--- src/rtl/grf_write_arbiter.sv ---
// rtl/grf_write_arbiter.sv - single GRF write port shared by writeback and a buffered aux result stream
module grf_write_arbiter #(
    parameter int DEPTH = 4,
    parameter int PTR_W = 2
) (
    input  logic             clk,
    input  logic             reset,
    input  logic             wb_we,
    input  logic [4:0]       wb_addr,
    input  logic [31:0]      wb_data,
    input  logic [31:0]      wb_pc,
    input  logic             aux_valid,
    output logic             aux_ready,
    input  logic [4:0]       aux_addr,
    input  logic [31:0]      aux_data,
    input  logic [31:0]      aux_pc,
    output logic             grf_we,
    output logic [4:0]       grf_addr,
    output logic [31:0]      grf_data,
    output logic [31:0]      grf_pc,
    output logic [31:0]      busy_mask,
    output logic [PTR_W:0]   pending_count
);

    localparam logic [PTR_W:0] FULL = (PTR_W+1)'(DEPTH);

    logic [4:0]       addr_q [DEPTH];
    logic [31:0]      data_q [DEPTH];
    logic [31:0]      pc_q   [DEPTH];
    logic [PTR_W-1:0] rd_ptr;
    logic [PTR_W-1:0] wr_ptr;
    logic [PTR_W:0]   count;

    logic wb_act;
    logic aux_acc;
    logic enq;
    logic deq;

    assign wb_act    = wb_we && (wb_addr != 5'd0);
    assign aux_ready = !reset && (count < FULL);
    assign aux_acc   = aux_valid && aux_ready;

    always_comb begin
        grf_we   = 1'b0;
        grf_addr = 5'd0;
        grf_data = 32'd0;
        grf_pc   = 32'd0;
        enq      = 1'b0;
        deq      = 1'b0;
        if (!reset) begin
            if (wb_act) begin
                grf_we   = 1'b1;
                grf_addr = wb_addr;
                grf_data = wb_data;
                grf_pc   = wb_pc;
                enq      = aux_acc && (aux_addr != 5'd0);
            end else if (count != '0) begin
                grf_we   = 1'b1;
                grf_addr = addr_q[rd_ptr];
                grf_data = data_q[rd_ptr];
                grf_pc   = pc_q[rd_ptr];
                deq      = 1'b1;
                enq      = aux_acc && (aux_addr != 5'd0);
            end else if (aux_acc && (aux_addr != 5'd0)) begin
                // Empty FIFO: hand the aux result straight to the port.
                grf_we   = 1'b1;
                grf_addr = aux_addr;
                grf_data = aux_data;
                grf_pc   = aux_pc;
            end
        end
    end

    // Walk the occupied window starting at the head; entries beyond count are stale.
    always_comb begin
        busy_mask = 32'd0;
        for (int i = 0; i < DEPTH; i++) begin
            if ((PTR_W+1)'(i) < count)
                busy_mask[addr_q[rd_ptr + PTR_W'(i)]] = 1'b1;
        end
        busy_mask[0] = 1'b0;
        if (reset)
            busy_mask = 32'd0;
    end

    assign pending_count = reset ? '0 : count;

    always_ff @(posedge clk) begin
        if (reset) begin
            rd_ptr <= '0;
            wr_ptr <= '0;
            count  <= '0;
        end else begin
            if (enq)
                wr_ptr <= wr_ptr + 1'b1;
            if (deq)
                rd_ptr <= rd_ptr + 1'b1;
            if (enq && !deq)
                count <= count + 1'b1;
            else if (deq && !enq)
                count <= count - 1'b1;
        end
    end

    always_ff @(posedge clk) begin
        if (!reset && enq) begin
            addr_q[wr_ptr] <= aux_addr;
            data_q[wr_ptr] <= aux_data;
            pc_q[wr_ptr]   <= aux_pc;
        end
    end

endmodule
--- config.mk ---
export PLATFORM = sky130hd
export DESIGN_NAME = grf_write_arbiter
export DESIGN_NICKNAME = d
export VERILOG_FILES = /design/src/rtl/grf_write_arbiter.sv
export SDC_FILE = /design/constraint.sdc
export NUM_CORES = 1
export LEC_CHECK = 0
export CAP_MARGIN = 20
export CORE_MARGIN = 1.5
export CORE_UTILIZATION = 53
export DETAILED_ROUTE_END_ITERATION = 10
export PLACE_DENSITY = 0.81
export SYNTH_ARGS = -nofsm -noshare
export SYNTH_HDL_FRONTEND = slang
export SYNTH_SLANG_ARGS = --single-unit
--- constraint.sdc ---
create_clock -name clk -period 3.6 [get_ports clk]
set_input_delay 0.54 -clock clk [delete_from_list [all_inputs] [get_ports clk]]
set_output_delay 0.54 -clock clk [all_outputs]
set_load 0.1 [all_outputs]
==> impl_metrics.xml, run 1 <==
<?xml version="1.0" encoding="UTF-8"?>
<metrics>
  <group name="status">
    <metric name="status" unit="">complete, no violations</metric>
  </group>
  <group name="floorplanning">
    <metric name="fp.dieW" unit="um">163</metric>
    <metric name="fp.coreArea" unit="um2">25200</metric>
    <metric name="die-area" unit="um2">26600</metric>
    <metric name="placementRows" unit="">58</metric>
    <metric name="floorplan.initialDensity" unit="%">54.0</metric>
    <metric name="num_io_pins" unit="">248</metric>
    <metric name="dieHeight" unit="um">163</metric>
  </group>
  <group name="global_routing">
    <metric name="grt-ovfl-total" unit="">0</metric>
    <metric name="grt_pass1_vias" unit="">9528</metric>
    <metric name="maximum_number_of_pins_on_one_net_before_global_route_repair" unit="">58</metric>
    <metric name="grt.total_usage" unit="%">26.6</metric>
    <metric name="grt_first_pass_wirelength" unit="um">54100</metric>
    <metric name="antenna_found_initial" unit="">1</metric>
  </group>
  <group name="timing">
    <metric name="clock-skew-final" unit="ns">0.0273</metric>
    <metric name="finalCriticalPeriod" unit="ns">3.47</metric>
    <metric name="hold_viol_final" unit="">0</metric>
    <metric name="achievable-frequency" unit="MHz">288</metric>
    <metric name="grt_setup_unrepaired" unit="">false</metric>
    <metric name="maxSlewViolCount" unit="">0</metric>
    <metric name="holdWs" unit="ns">0.489</metric>
    <metric name="count_of_final_setup_violators" unit="">0</metric>
    <metric name="max-slew-margin-rel" unit="%">53.7</metric>
    <metric name="worst_pin_slew" unit="ns">0.695</metric>
    <metric name="final.period_utilization" unit="%">96.5</metric>
    <metric name="setup-tns-final" unit="ns">0</metric>
  </group>
  <group name="setup_path">
    <metric name="kind_of_critical_path" unit="">flip-flop to primary output</metric>
    <metric name="critPathRequiredTime" unit="ns">3.06</metric>
    <metric name="start_kind" unit="">flip-flop</metric>
    <metric name="critical_path_arrival" unit="ns">2.93</metric>
    <metric name="critical_path.endpoint_type" unit="">primary output</metric>
    <metric name="critical_path_peak_fanout" unit="">30</metric>
  </group>
  <group name="logic_synthesis">
    <metric name="number_of_enable_type_register_cells_in_the_synthesized_netlist" unit="">276</metric>
    <metric name="synth-warning-count" unit="">0</metric>
    <metric name="yosys.area_share.adder" unit="%">0.736</metric>
    <metric name="async_flop_share" unit="%">0</metric>
    <metric name="synth_top_family_by_area" unit="">multiplexers</metric>
    <metric name="netlist_area" unit="um2">13600</metric>
    <metric name="yosys_most_used_dff" unit="">edfxtp_1</metric>
    <metric name="xor_xnor_cell_area_share_of_the_yosys_netlist" unit="%">0.322</metric>
    <metric name="syn-num-nets" unit="">1036</metric>
    <metric name="post_synth.cell_area_avg" unit="um2">15.3</metric>
    <metric name="synth_compound_area_share" unit="%">9.01</metric>
    <metric name="synth.ff_latch_count" unit="">285</metric>
    <metric name="sequential_area_share_after_synthesis" unit="%">62.3</metric>
    <metric name="synth.mux.area_fraction" unit="%">17.8</metric>
    <metric name="synth-simple-area-share" unit="%">7.07</metric>
    <metric name="synthCells" unit="">886</metric>
    <metric name="synth_cell_type_count" unit="">49</metric>
  </group>
  <group name="cts">
    <metric name="cts.root.buffer_cell" unit="">clkbuf_16</metric>
    <metric name="tritoncts.num_buffers" unit="">29</metric>
    <metric name="cts.htree.levels" unit="">1</metric>
    <metric name="clock-sinks" unit="">285</metric>
    <metric name="cts_resized" unit="">0</metric>
    <metric name="cts_tree" unit="">done</metric>
    <metric name="cts-root-to-sink-buffers" unit="">3</metric>
    <metric name="post-cts-setup-buffers" unit="">0</metric>
    <metric name="clock_latency" unit="ns">0.56</metric>
    <metric name="clkSlewWorstSetupHoldPaths" unit="ns">0.06</metric>
    <metric name="holdBufCountCts" unit="">0</metric>
  </group>
  <group name="routing">
    <metric name="detail_route.wl_per_cell" unit="um">22.9</metric>
    <metric name="detail_route.first_pass.iterations" unit="">5</metric>
    <metric name="vias_per_cell" unit="">6.12</metric>
    <metric name="detail-route-antenna-nets" unit="">0</metric>
    <metric name="vias" unit="">9133</metric>
    <metric name="drt_first_iter_violations" unit="">711</metric>
    <metric name="routed_wirelength" unit="um">34200</metric>
    <metric name="drc" unit="">0</metric>
  </group>
  <group name="final_layout">
    <metric name="layout-drive-gt1-share" unit="%">34.3</metric>
    <metric name="mostFrequentLayoutCells" unit="">edfxtp_1, clkdlybuf4s50_1, buf_12</metric>
    <metric name="area_delta_synth_final" unit="%">40.2</metric>
    <metric name="fillCellCount" unit="">1461</metric>
    <metric name="finalNetCount" unit="">1288</metric>
    <metric name="layout_commonest_cell" unit="">edfxtp_1</metric>
  </group>
  <group name="run">
    <metric name="maxCapViolations" unit="">0</metric>
  </group>
  <group name="placement">
    <metric name="globalplace.congestion" unit="">1.00</metric>
    <metric name="port-buffer-count" unit="">246</metric>
    <metric name="placed_wire_length_estimate_after_detailed_placement" unit="um">23500</metric>
  </group>
  <group name="pwr">
    <metric name="power_density_over_cell_area" unit="nW/um2">667</metric>
    <metric name="power_leakage" unit="nW">6.08</metric>
    <metric name="report.power.total" unit="W">0.0127</metric>
    <metric name="ir_worst_vdd" unit="mV">0.562</metric>
  </group>
  <group name="min_path">
    <metric name="timing.hold.worst.class" unit="">primary input to flip-flop</metric>
  </group>
</metrics>
## metal layers
metal	vias up	global-route usage [%]	routed length, um
met2	425	44.1	17000
li1	4075	-	-
met1	4577	35.8	13700
met4	2	6.96	737
met3	54	5.87	2760
met5	-	0	13
## metrics by stage
stage | setup slack, ns | instance area (um2) | util (%) | std cells
CTS | 0.0597 | 19000 | 75.5 | 1491
detailed placement | 0.0959 | 18100 | 71.8 | 1437
floorplan | -0.638 | 14000 | - | 886
global route | 0.00424 | 19100 | 75.7 | 1491
global placement | 0.222 | 18100 | 71.8 | 1437
finish | 0.128 | 19100 | 75.7 | 1492
## layout make-up
class,count,area (um2),area share (%)
multi-input cells,526,5270,27.6
clock buffers,39,815,4.27
flip-flops and latches,285,8470,44.4
repair buffers,291,3950,20.7
inverters,5,18.8,0.0984
clock inverters,15,124,0.650
diodes,1,2.50,0.0131
well taps,330,413,2.17
## cell families (layout without fill, tap and decap cells)
group / count (synthesis) / after routing
xor+xnor: 5 / 5
flops: 285 / 285
buf+inv: 75 / 350
compound gates: 170 / 170
fa+ha+maj: 8 / 8
mux: 136 / 136
simple gates: 206 / 206
other cells: 1 / 2
## cells in the mapped netlist (4+ instances only)
cell | count | area, um2
ha_1 | 8 | 100
mux4_2 | 81 | 1820
nor2b_1 | 11 | 68.8
buf_1 | 5 | 18.8
and2_1 | 7 | 43.8
a221oi_1 | 4 | 35.0
buf_4 | 4 | 30.0
nand2b_1 | 11 | 68.8
a211oi_1 | 50 | 375
clkbuf_1 | 29 | 109
edfxtp_1 | 276 | 8290
buf_2 | 27 | 135
inv_1 | 5 | 18.8
dfxtp_1 | 9 | 180
a21oi_1 | 32 | 160
mux2i_1 | 52 | 521
a32oi_1 | 5 | 43.8
a22oi_1 | 55 | 413
nor3_1 | 7 | 35.0
nand2_1 | 37 | 139
nor2_1 | 99 | 372
nand3_1 | 16 | 80.1
a31oi_1 | 15 | 93.8
## sequential cells by signal, indices dropped and copies added (netlist names), named ones only
register and count:
data_q 128, pc_q 128, addr_q 20, count 3, rd_ptr 2, wr_ptr 2
## critical path, stage by stage (launching register included)
cell and delay (ns):
dfxtp_1 0.44, inv_1 0.11, ha_1 0.27, nand2b_4 0.46, buf_12 0.30, mux2i_1 0.18, a211oi_2 0.34, buf_12 0.22
## report_power, final
group          internal [W]  leakage (nW)  switching, W
registers           0.00382          2.57      0.000109
clock network       0.00167         0.460       0.00122
logic               0.00222          3.06       0.00367
total               0.00771          6.08       0.00500
## worst paths after layout
kind / from / end / slack, ns / cells past startpoint
worst max register to register: count[1]$_SDFFE_PP0P_ / count[2]$_SDFFE_PP0P_ / 1.16 / 6
worst max-delay path: count[1]$_SDFFE_PP0P_ / grf_data[24] / 0.13 / 7
worst min register to register: rd_ptr[1]$_SDFFE_PP0P_ / rd_ptr[1]$_SDFFE_PP0P_ / 0.58 / 2
worst min-delay path: reset / count[1]$_SDFFE_PP0P_ / 0.49 / 2
Power figures use the tool's default switching activity.
==> run 2: changes to the inputs <==
--- a/config.mk
+++ b/config.mk
@@ -7,9 +7,10 @@
 export LEC_CHECK = 0
 export CAP_MARGIN = 20
 export CORE_MARGIN = 1.5
-export CORE_UTILIZATION = 53
+export CORE_UTILIZATION = 52
+export CTS_CLUSTER_DIAMETER = 80
 export DETAILED_ROUTE_END_ITERATION = 10
-export PLACE_DENSITY = 0.81
+export PLACE_DENSITY = 0.79
 export SYNTH_ARGS = -nofsm -noshare
 export SYNTH_HDL_FRONTEND = slang
 export SYNTH_SLANG_ARGS = --single-unit
==> impl_metrics.xml, run 2 (same netlist as run 1, synthesis figures left out) <==
<?xml version="1.0" encoding="UTF-8"?>
<metrics>
  <group name="final_layout">
    <metric name="final_core_util" unit="%">75.6</metric>
    <metric name="finalNetCount" unit="">1290</metric>
    <metric name="seqCellArea" unit="um2">8480</metric>
    <metric name="layout_commonest_cell" unit="">edfxtp_1</metric>
    <metric name="layout-drive-gt1-share" unit="%">34.8</metric>
    <metric name="area_delta_synth_final" unit="%">41.3</metric>
    <metric name="fillCellCount" unit="">1462</metric>
    <metric name="multi_input_area" unit="um2">5290</metric>
    <metric name="layout.cell_area.non_filler" unit="um2">19200</metric>
    <metric name="n_antenna_cell" unit="">0</metric>
    <metric name="mostFrequentLayoutCells" unit="">edfxtp_1, clkdlybuf4s50_1, buf_12</metric>
    <metric name="largest_registers" unit="">data_q x128, pc_q x128, addr_q x20</metric>
  </group>
  <group name="setup_path">
    <metric name="critical_path_peak_fanout" unit="">10</metric>
    <metric name="critical_path_arrival" unit="ns">2.91</metric>
    <metric name="start_kind" unit="">flip-flop</metric>
    <metric name="kind_of_critical_path" unit="">flip-flop to primary output</metric>
    <metric name="critPathRequiredTime" unit="ns">3.06</metric>
    <metric name="critical_path.endpoint_type" unit="">primary output</metric>
    <metric name="critical_path.max_stage_delay" unit="ns">0.56</metric>
    <metric name="timing.critical_path.slowest_stage_cell" unit="">mux4_2</metric>
    <metric name="cp_cell_sequence" unit="">buf_4 -&gt; mux4_2 -&gt; nand2b_4 -&gt; nor2_1 -&gt; a22oi_1 -&gt; a21oi_1 -&gt; buf_12</metric>
  </group>
  <group name="floorplanning">
    <metric name="fp.dieW" unit="um">165</metric>
    <metric name="die-area" unit="um2">27100</metric>
    <metric name="fp.coreArea" unit="um2">25400</metric>
    <metric name="dieHeight" unit="um">165</metric>
    <metric name="num_io_pins" unit="">248</metric>
    <metric name="floorplan.initialDensity" unit="%">53.5</metric>
    <metric name="placementRows" unit="">58</metric>
  </group>
  <group name="placement">
    <metric name="globalplace.congestion" unit="">0.953</metric>
    <metric name="detailed_place.area" unit="um2">18100</metric>
    <metric name="placed_wire_length_estimate_after_detailed_placement" unit="um">24300</metric>
    <metric name="port-buffer-count" unit="">246</metric>
  </group>
  <group name="cts">
    <metric name="cts.root.buffer_cell" unit="">clkbuf_16</metric>
    <metric name="cts-root-to-sink-buffers" unit="">3</metric>
    <metric name="clock-sinks" unit="">285</metric>
    <metric name="post-cts-setup-buffers" unit="">0</metric>
    <metric name="holdBufCountCts" unit="">0</metric>
    <metric name="cts.htree.levels" unit="">1</metric>
    <metric name="clock_latency" unit="ns">0.56</metric>
    <metric name="clkSlewWorstSetupHoldPaths" unit="ns">0.06</metric>
    <metric name="cts_tree" unit="">done</metric>
    <metric name="tritoncts.num_buffers" unit="">29</metric>
  </group>
  <group name="timing">
    <metric name="count_of_final_setup_violators" unit="">0</metric>
    <metric name="hold_viol_final" unit="">0</metric>
    <metric name="worst_pin_slew" unit="ns">0.723</metric>
    <metric name="maxSlewViolCount" unit="">0</metric>
    <metric name="finalCriticalPeriod" unit="ns">3.45</metric>
    <metric name="holdWs" unit="ns">0.476</metric>
    <metric name="clock-skew-final" unit="ns">0.00783</metric>
    <metric name="achievable-frequency" unit="MHz">289</metric>
    <metric name="max-slew-margin-rel" unit="%">51.3</metric>
    <metric name="final.period_utilization" unit="%">96.0</metric>
  </group>
  <group name="global_routing">
    <metric name="grt-ovfl-total" unit="">0</metric>
    <metric name="grt.total_usage" unit="%">26.7</metric>
    <metric name="grt_first_pass_wirelength" unit="um">54600</metric>
    <metric name="global_route_hottest_layer" unit="">met2</metric>
    <metric name="grt_pass1_vias" unit="">9479</metric>
    <metric name="maximum_number_of_pins_on_one_net_before_global_route_repair" unit="">67</metric>
    <metric name="antenna_found_initial" unit="">0</metric>
    <metric name="gr-usage-met2" unit="%">45.9</metric>
    <metric name="use_met1" unit="%">35.4</metric>
    <metric name="grt_use_met3" unit="%">4.42</metric>
  </group>
  <group name="pwr">
    <metric name="ir_worst_vdd" unit="mV">0.471</metric>
    <metric name="power_density_over_cell_area" unit="nW/um2">679</metric>
    <metric name="power_leakage" unit="nW">6.14</metric>
  </group>
  <group name="status">
    <metric name="status" unit="">complete, no violations</metric>
  </group>
  <group name="run">
    <metric name="maxCapViolations" unit="">0</metric>
  </group>
  <group name="routing">
    <metric name="vias_per_cell" unit="">6.11</metric>
    <metric name="detail_route.first_pass.iterations" unit="">5</metric>
    <metric name="routed_wirelength" unit="um">35600</metric>
    <metric name="detail-route-antenna-nets" unit="">0</metric>
    <metric name="detail_route.wl_per_cell" unit="um">23.9</metric>
    <metric name="drc" unit="">0</metric>
    <metric name="vias" unit="">9104</metric>
    <metric name="drt_first_iter_violations" unit="">681</metric>
  </group>
  <group name="min_path">
    <metric name="timing.hold.worst.class" unit="">primary input to flip-flop</metric>
  </group>
</metrics>
run 2: cell count changes in the layout (fill, tap and decap cells not counted), sizes merged, moves of 2 or more:
cell | before | now
clkinv | 9 | 15
clkbuf | 39 | 30
bufinv | 1 | 6
inv | 8 | 6
clkinvlp | 2 | 0
run 2: critical path, delay by kind of cell, from the launching register on:
family / cells / cell delay [ns]
buffers and inverters: 2 / 0.43
multiplexers: 1 / 0.56
AND/OR/NAND/NOR: 2 / 0.50
AO/OA/AOI/OAI: 2 / 0.40
flip-flops: 1 / 0.48
run 2: final timing paths:
| check | startpoint | to | depth (start not counted) | slack, ns |
|---|---|---|---|---|
| worst max-delay path | rd_ptr[0]$_SDFFE_PP0P_ | busy_mask[29] | 7 | 0.15 |
| worst min-delay path | reset | wr_ptr[0]$_SDFFE_PP0P_ | 2 | 0.48 |
| worst max register to register | count[1]$_SDFFE_PP0P_ | pc_q[3][3]$_DFFE_PP_ | 5 | 1.08 |
| worst min register to register | wr_ptr[1]$_SDFFE_PP0P_ | wr_ptr[1]$_SDFFE_PP0P_ | 2 | 0.57 |
run 2: power breakdown:
| part | internal [W] | leakage (nW) | switching [W] | total (W) |
|---|---|---|---|---|
| Clock | 0.00190 | 0.491 | 0.00122 | 0.00311 |
| Sequential | 0.00383 | 2.57 | 0.000115 | 0.00394 |
| Combinational | 0.00224 | 3.08 | 0.00375 | 0.00599 |
run 2: metrics by stage:
stage / worst slack [ns] / power [W] / cells / TNS, ns
5_1_grt: -0.0000537 / 0.0135 / 1491 / -0.0000537
4_1_cts: -0.00319 / 0.0131 / 1490 / -0.00319
3_3_place_gp: 0.252 / 0.00988 / 1438 / 0
6_report: 0.145 / 0.0130 / 1491 / 0
2_1_floorplan: -0.638 / 0.00794 / 886 / -0.638
3_5_place_dp: 0.234 / 0.00994 / 1438 / 0
run 2: final cells by class:
type	instances	area share, %
timing repair buffer	292	20.9
tap	330	2.15
sequential	285	44.1
multi-input combinational	527	27.5
clock inverter	22	1.39
clock buffer	30	3.80
inverter	5	0.0977
run 2: repair_timing:
item | CTS | global route
hold endpoints to repair | 0 | 0
pin swaps | 0 | 0
endpoints found under the setup margin | 19 | 16
gates cloned | 0 | 1
gates resized for setup | 5 | 12
run 2: routing by layer:
metal	share of wire (%)	up-vias
li1	-	4085
met1	41	4586
met2	51	381
met3	6.6	52
met4	2.2	0
met5	0	-
